**src/rtl/gdma_axaddr_gen.sv**
```systemverilog
// gdma_axaddr_gen
//   Splits one DMA job (byte address + byte length) into AXI INCR bursts on an
//   address channel. Each burst is capped by the beats left in the job, by
//   MAX_BURST and by the next 2^BOUNDARY_LOG2-byte boundary. At most MAX_OUTST
//   bursts may be issued without a matching completion.
//
// Ports
//   clk, rst            clock and synchronous active-high reset
//   start               one-cycle job request (ignored while busy)
//   start_addr, length  job byte address and byte count
//   busy                job in progress
//   done                one-cycle pulse at job end
//   err_len             one-cycle pulse when the job holds zero whole beats
//   cpl                 one burst completed
//   axaddr .. axregion  AXI address-channel payload
//   axvalid, axready    AXI address-channel handshake
//   outst_cnt           bursts issued minus bursts completed
module gdma_axaddr_gen #(
    parameter int unsigned ADDR_W        = 49,
    parameter int unsigned LEN_W         = 32,
    parameter int unsigned SIZE_LOG2     = 2,
    parameter int unsigned MAX_BURST     = 256,
    parameter int unsigned BOUNDARY_LOG2 = 12,
    parameter int unsigned MAX_OUTST     = 8
) (
    input  logic              clk,
    input  logic              rst,
    input  logic              start,
    input  logic [ADDR_W-1:0] start_addr,
    input  logic [LEN_W-1:0]  length,
    output logic              busy,
    output logic              done,
    output logic              err_len,
    input  logic              cpl,
    output logic [ADDR_W-1:0] axaddr,
    output logic [7:0]        axlen,
    output logic [2:0]        axsize,
    output logic [1:0]        axburst,
    output logic [3:0]        axcache,
    output logic              axlock,
    output logic [2:0]        axprot,
    output logic [3:0]        axqos,
    output logic [3:0]        axregion,
    output logic              axvalid,
    input  logic              axready,
    output logic [7:0]        outst_cnt
);

    // Beat-unit arithmetic width: wide enough for the job beat count, for a
    // full boundary span and for MAX_BURST, plus one guard bit.
    localparam int unsigned BL  = BOUNDARY_LOG2 - SIZE_LOG2;
    localparam int unsigned CW0 = (LEN_W > BL + 1) ? LEN_W : BL + 1;
    localparam int unsigned CW  = ((CW0 > 9) ? CW0 : 9) + 1;

    typedef enum logic [1:0] {StIdle, StCalc, StIssue, StDrain} state_e;

    state_e            state_q;
    logic [ADDR_W-1:0] addr_q;
    logic [CW-1:0]     rem_q;
    logic [7:0]        axlen_q;
    logic [7:0]        outst_q;
    logic              axvalid_q;
    logic              done_q;
    logic              err_len_q;

    logic              hs;
    logic [7:0]        outst_nxt;
    logic              slot_free;
    logic [CW-1:0]     burst_cur;
    logic [ADDR_W-1:0] addr_adv;
    logic [CW-1:0]     rem_adv;
    logic [CW-1:0]     calc_rem;
    logic [CW-1:0]     calc_off;
    logic [CW-1:0]     to_bnd;
    logic [CW-1:0]     cnt;
    logic [7:0]        axlen_nxt;
    logic [ADDR_W-1:0] start_aligned;
    logic [CW-1:0]     start_beats;

    always_comb begin
        hs        = axvalid_q & axready;
        outst_nxt = outst_q;
        // A completion with nothing outstanding is dropped.
        if (hs && !cpl) begin
            outst_nxt = outst_q + 8'd1;
        end else if (!hs && cpl && (outst_q != 8'd0)) begin
            outst_nxt = outst_q - 8'd1;
        end
        slot_free = outst_nxt < 8'(MAX_OUTST);

        burst_cur = CW'(axlen_q) + CW'(1);
        addr_adv  = addr_q + (ADDR_W'(burst_cur) << SIZE_LOG2);
        rem_adv   = rem_q - burst_cur;

        // CALC sizes the first burst from the latched job; ISSUE sizes the
        // next burst from the post-handshake address and remainder.
        if (state_q == StCalc) begin
            calc_rem = rem_q;
            calc_off = CW'(addr_q[BOUNDARY_LOG2-1:SIZE_LOG2]);
        end else begin
            calc_rem = rem_adv;
            calc_off = CW'(addr_adv[BOUNDARY_LOG2-1:SIZE_LOG2]);
        end
        to_bnd = (CW'(1) << BL) - calc_off;
        cnt    = calc_rem;
        if (to_bnd < cnt) begin
            cnt = to_bnd;
        end
        if (CW'(MAX_BURST) < cnt) begin
            cnt = CW'(MAX_BURST);
        end
        axlen_nxt = 8'(cnt - CW'(1));

        start_aligned = start_addr & ~((ADDR_W'(1) << SIZE_LOG2) - ADDR_W'(1));
        start_beats   = CW'(length >> SIZE_LOG2);
    end

    always_ff @(posedge clk) begin
        if (rst) begin
            state_q   <= StIdle;
            addr_q    <= '0;
            rem_q     <= '0;
            axlen_q   <= '0;
            outst_q   <= '0;
            axvalid_q <= 1'b0;
            done_q    <= 1'b0;
            err_len_q <= 1'b0;
        end else begin
            outst_q   <= outst_nxt;
            done_q    <= 1'b0;
            err_len_q <= 1'b0;
            case (state_q)
                StIdle: begin
                    if (start) begin
                        addr_q <= start_aligned;
                        rem_q  <= start_beats;
                        if (start_beats == '0) begin
                            err_len_q <= 1'b1;
                            done_q    <= 1'b1;
                        end else begin
                            state_q <= StCalc;
                        end
                    end
                end
                StCalc: begin
                    axlen_q   <= axlen_nxt;
                    axvalid_q <= slot_free;
                    state_q   <= StIssue;
                end
                StIssue: begin
                    if (hs) begin
                        addr_q <= addr_adv;
                        rem_q  <= rem_adv;
                        if (rem_adv == '0) begin
                            axvalid_q <= 1'b0;
                            state_q   <= StDrain;
                        end else begin
                            axlen_q   <= axlen_nxt;
                            axvalid_q <= slot_free;
                        end
                    end else if (!axvalid_q) begin
                        // Waiting on the outstanding limit; payload is already set.
                        axvalid_q <= slot_free;
                    end
                end
                StDrain: begin
                    if (outst_q == 8'd0) begin
                        state_q <= StIdle;
                        done_q  <= 1'b1;
                    end
                end
                default: state_q <= StIdle;
            endcase
        end
    end

    assign busy      = (state_q != StIdle);
    assign done      = done_q;
    assign err_len   = err_len_q;
    assign axaddr    = addr_q;
    assign axlen     = axlen_q;
    assign axvalid   = axvalid_q;
    assign outst_cnt = outst_q;

    assign axsize   = 3'(SIZE_LOG2);
    assign axburst  = 2'b01;
    assign axcache  = 4'b0011;
    assign axlock   = 1'b0;
    assign axprot   = 3'b000;
    assign axqos    = 4'b0000;
    assign axregion = 4'b0000;

endmodule
```
**config.mk**
```make
export PLATFORM = sky130hd
export DESIGN_NAME = gdma_axaddr_gen
export DESIGN_NICKNAME = d
export VERILOG_FILES = /design/src/rtl/gdma_axaddr_gen.sv
export SDC_FILE = /design/constraint.sdc
export NUM_CORES = 1
export LEC_CHECK = 0
export ABC_AREA = 1
export CAP_MARGIN = 20
export CORE_MARGIN = 2
export CORE_UTILIZATION = 58
export CTS_CLUSTER_SIZE = 12
export DETAILED_ROUTE_END_ITERATION = 10
export GPL_TIMING_DRIVEN = 0
export PLACE_DENSITY_LB_ADDON = 0.05
export SLEW_MARGIN = 40
export SYNTH_ARGS = -nofsm -noshare
export SYNTH_HDL_FRONTEND = slang
export SYNTH_SLANG_ARGS = --single-unit
```
**constraint.sdc**
```tcl
create_clock -name clk -period 9.1 [get_ports clk]
set_input_delay 1.82 -clock clk [delete_from_list [all_inputs] [get_ports clk]]
set_output_delay 1.82 -clock clk [all_outputs]
set_load 0.01 [all_outputs]
```
# Word level (Yosys, flattened, before mapping)
# Index checks and enable logic that the tools add are counted.
dict set report totals {
  output_inout_bits 90
  elab_cells 75
  register_bits 103
}
dict set report op_classes {
  n_lt_le_gt_ge 3
  bitwise 2
  reduce_logical 17
  n_eq_ne 9
  mux 29
  n_addsub 7
}
# op n
set ops {}
lappend ops {{$mux 33} 4}
lappend ops {{$mux 49} 2}
lappend ops {{$pmux 49 s2} 1}
lappend ops {{$logic_not 33->1} 2}
lappend ops {{$pmux 33 s2} 1}
lappend ops {{$add 49x11->49} 1}
lappend ops {{$mux 8} 5}
lappend ops {{$lt 33x33->1} 1}
lappend ops {{$lt 9x33->1 const A} 1}
lappend ops {{$sub 11x33->33 const A} 1}
lappend ops {{$sub 33x9->33} 1}
lappend ops {{$pmux 8 s2} 1}
lappend ops {{$sub 8x1->8 const B} 2}
lappend ops {{$ne 2x2->1 const B} 6}
lappend ops {{$mux 10} 1}
lappend ops {{$mux 2} 5}
lappend ops {{$add 8x1->9 const B} 1}
lappend ops {{$add 8x1->8 const B} 1}
lappend ops {{$logic_not 8->1} 1}
lappend ops {{$lt 8x4->1 const B} 1}
lappend ops {{$pmux 2 s4} 1}
lappend ops {{$reduce_bool 8->1} 1}
lappend ops {{$mux 1} 6}
lappend ops {{$reduce_and 3->1} 2}
lappend ops {{other kinds (11)} 18}

# Longest topological paths before layout
dict set report depth {
  depth_word 12
  depth_mapped 41
  mapped_depth_nobuf 40
}

# Worst setup path before layout
# OpenSTA, ideal clock, no wires.
dict set report synth_timing {
  path_type {register to register}
  from {register axlen_q[0], in the netlist axlen[0]}
  to {register axlen_q[2], in the netlist axlen[2]}
  setup_ns 0.114
  setup_slack_ns 4.268
  period_less_slack_ns 4.832
  t_arrival_ns 4.718
  stages_incl_launch_ff 38
  required_time_ns 8.986
  n_path_buf 1
  cell_sequence {dfxtp_1 > ha_1 > nand3_1 > xor2_1 > inv_1 > ha_1 > a21oi_1 > a21boi_2 > nand2_1 > nand2_1 > nand2_1 > o21ai_0 > nand3_1 > or2_1 > nand2_1 > inv_1 > ha_1 > nand4_1 > (+2 left out) > o211ai_1 > nand3_1 > nand2_1 > inv_1 > nor2_4 > nand4_1 > nand2_1 > nand2_1 > nor2_1 > nand2_1 > a21oi_2 > buf_6 > nand2_1 > ha_1 > o21ai_0 > nand2_1 > o21bai_1 > inv_1}
}
dict set report synth_between {
  elab_chain_cells 12
  word_cells_on_any_way 17
}
# element line
set synth_rtl {}
lappend synth_rtl {{from (decl)} 60} ;# logic [7:0] axlen_q;
lappend synth_rtl {{from (signal assigned)} 146} ;# axlen_q <= axlen_nxt;
lappend synth_rtl {{from (signal assigned)} 158} ;# axlen_q <= axlen_nxt;
lappend synth_rtl {{$add 8x1->9 (*)} 91} ;# burst_cur = CW'(axlen_q) + CW'(1);
lappend synth_rtl {{$add 49x11->49} 92} ;# addr_adv = addr_q + (ADDR_W'(burst_cur) << SIZE_LOG2);
lappend synth_rtl {{$mux 10} 97} ;# if (state_q == StCalc) begin
lappend synth_rtl {{$sub 11x33->33} 104} ;# to_bnd = (CW'(1) << BL) - calc_off;
lappend synth_rtl {{$lt 33x33->1} 106} ;# if (to_bnd < cnt) begin
lappend synth_rtl {{$mux 33} 106}
lappend synth_rtl {{$lt 9x33->1} 109} ;# if (CW'(MAX_BURST) < cnt) begin
lappend synth_rtl {{$mux 8} 109}
lappend synth_rtl {{$sub 8x1->8} 112} ;# axlen_nxt = 8'(cnt - CW'(1));
lappend synth_rtl {{$mux 8} 154} ;# if (rem_adv == '0) begin
lappend synth_rtl {{$mux 8} 151} ;# if (hs) begin
lappend synth_rtl {{$pmux 8 s2} 132} ;# case (state_q)
# Mark *: on every way between the ends. The rest lies on a longest branch, timed or not. The select of a mux whose other input is x is not followed.
# A chain may end at the register's enable or synchronous reset.

# Final worst setup path
# Ends and elaborated chain as after synthesis.

==> impl_metrics.json <==
{
  "crit_fanout": 10,
  "crit_required_ps": 9360,
  "finalMaxSlewViolations": 0,
  "avgSynthCellArea_um2": 5.93,
  "die_h_um": 131,
  "yosys.area_share.simple_pct": 38.9,
  "first_global_vias": 10559,
  "area.growth.synth_to_final_pct": 22.7,
  "n_antenna_cell": 0,
  "die_area_um2": 17100,
  "hold_viol": 0,
  "cts_setup_buffers": 0,
  "ys.flop_type": "dfxtp_1",
  "antenna_found_initial": 0,
  "port_buffers": 147,
  "slowest_stage": "xor2_1",
  "fin_crit_sh_pct": 68.1,
  "finalCriticalPeriod_ps": 6200,
  "cts_root_buf": "clkbuf_16",
  "yosysSeqAreaShare_pct": 21.7,
  "clockBufferDepth": 2,
  "gp_congestion": 0.998,
  "cts_hold_buf": 0,
  "syn_inst": 1569,
  "drc_errors": 0,
  "synth-compound-area-share_pct": 16.4,
  "path_clk_slew_ps": 70,
  "fp-row-count": 46,
  "clkLatencyLatePin_ps": 360,
  "num_io_pins": 176,
  "fillers": 1446,
  "synthTopCellsByArea": "dfxtp_1 22%, nand2_1 18%, nor2_1 8.1%",
  "synth_xor_area_share_pct": 5.75,
  "first_iter_violations": 1017,
  "ys_ff_latch": 101,
  "max_stage_delay_ps": 420,
  "critical_path_class": "flip-flop to flip-flop",
  "synth_top_cell_by_area": "dfxtp_1",
  "tritoncts": "yes",
  "synth.distinct_cells": 50,
  "cts_buffers": 9,
  "drt_wl_total_um": 33500,
  "vias": 11370,
  "async_reset_ff_share_pct": 0,
  "clock_sinks": 101,
  "maxCapViolations": 0,
  "grt_max_degree": 19,
  "synth_adder_area_share_pct": 5.68,
  "synth_area_um2": 9300,
  "fmaxAchievable_mhz": 161,
  "clock_skew_ps": 11.9,
  "synth_commonest_cells": "436 x nand2_1, 201 x nor2_1, 151 x inv_1",
  "finalSetupViolCount": 0,
  "die-width_um": 131,
  "hold_class": "flip-flop to flip-flop",
  "crit_top_cell": "nand2_1",
  "worstMarginPinSlew_ps": 839,
  "htree_levels": 3,
  "critical_path_arrival_ps": 6460,
  "rsz0062_at_grt": "false",
  "synth_edf_count": 0,
  "synth_top_family_by_area": "simple AND/OR/NAND/NOR gates",
  "avgRoutedWirePerCell_um": 17.0,
  "drtAntennaViolNets": 0,
  "setup_tns_ps": 0,
  "grt_overflow": 0,
  "synth.most_common_cell": "nand2_1",
  "cts_resized": 0,
  "drive_above_1_share_pct": 5.65,
  "place_hpwl_um": 26800,
  "worst_setup_path_end_kind": "flip-flop",
  "viasPerCell": 5.77,
  "yosysTopAreaCellShare_pct": 21.7,
  "firstDrtPassIters": 7,
  "nets": 1875,
  "finalInstanceArea_um2": 11400,
  "place_area_um2": 11100,
  "synth_warnings": 0,
  "cp-start-kind": "flip-flop",
  "grt_usage_pct": 39.3,
  "grt_pass1_wl_um": 52600,
  "slew_headroom_pct": 44.0,
  "status": "finished, final reports clean",
  "core_area_um2": 15800,
  "synthMuxAreaShare_pct": 0,
  "start_util_pct": 59.0
}
[sequential cells by signal, indices dropped and copies added, names as in the netlist]
name / count
axvalid: 1
done: 1
outst_cnt: 8
state_q: 2
rem_q: 33
err_len: 1
axlen: 8
axaddr: 47
[per-layer routing]
metal | part of all wire, % | track usage, %
met1 | 41 | 51.1
met2 | 44 | 62.5
met3 | 11 | 7.78
met4 | 4.6 | 19.6
met5 | 0 | 0
[worst max-delay path: cells and delay by family, from the launching register on]
family / cells / cell delay (ps)
compound gates: 8 / 1650
simple gates: 14 / 1280
fa+ha+maj: 4 / 1180
xor+xnor: 3 / 970
buf+inv: 6 / 620
flops: 1 / 400
[logic make-up after synthesis]
logic type,after synthesis
fa+ha+maj,41
xor+xnor,61
simple gates,846
other cells,2
buf+inv,251
flops,101
compound gates,267
[layout make-up]
type	count	area [um^2]	area share, %
Buffer	83	434	3.81
Clock buffer	9	225	1.97
Clock inverter	7	58.8	0.516
Inverter	168	631	5.53
Multi-Input combinational cell	1238	6290	55.2
Sequential cell	101	2020	17.7
Tap cell	216	270	2.37
Timing Repair Buffer	147	1470	12.9
[final timing paths]
| path | start | end | slack [ps] | cells past startpoint |
|---|---|---|---|---|
| worst max-delay path | axlen[0] | axlen[2] | 2900 | 35 |
| worst min-delay path | rem_q[8] | rem_q[8] | 510 | 2 |
| worst max register to register | axlen[0] | axlen[2] | 2900 | 35 |
| worst min register to register | rem_q[8] | rem_q[8] | 510 | 2 |
[through the flow]
stage                     util [%]  cells  worst slack, ps  hold slack (ps)
after CTS                     72.3   1969             3140              510
after floorplan                  -   1590             4270              459
after detailed placement      70.5   1953             3210              497
final                         72.3   1969             2900              506
after global routing          72.3   1969             2510              536
after global placement        70.5   1953             3270              480
[layout by cell type, fill, tap and decap left out, types with 9 or more instances in the layout]
cell	Yosys	routed
clkbuf_16	0	9
a21oi_1	105	104
dfxtp_1	101	101
ha_1	39	39
inv_2	17	17
nor3_1	21	21
clkbuf_1	47	47
o21ai_0	91	91
nand3_1	81	81
xor2_1	46	46
nor4_1	20	20
nand4_1	47	47
xnor2_1	15	15
clkdlybuf4s50_1	0	147
nor2_1	201	201
nand2_1	436	436
a221oi_1	16	16
inv_1	151	151
buf_4	23	23
nor2_2	9	9
conb_1	2	23
Power is not shown: default switching activity piles up to over one toggle a cycle in this logic, so the estimate is an artifact.
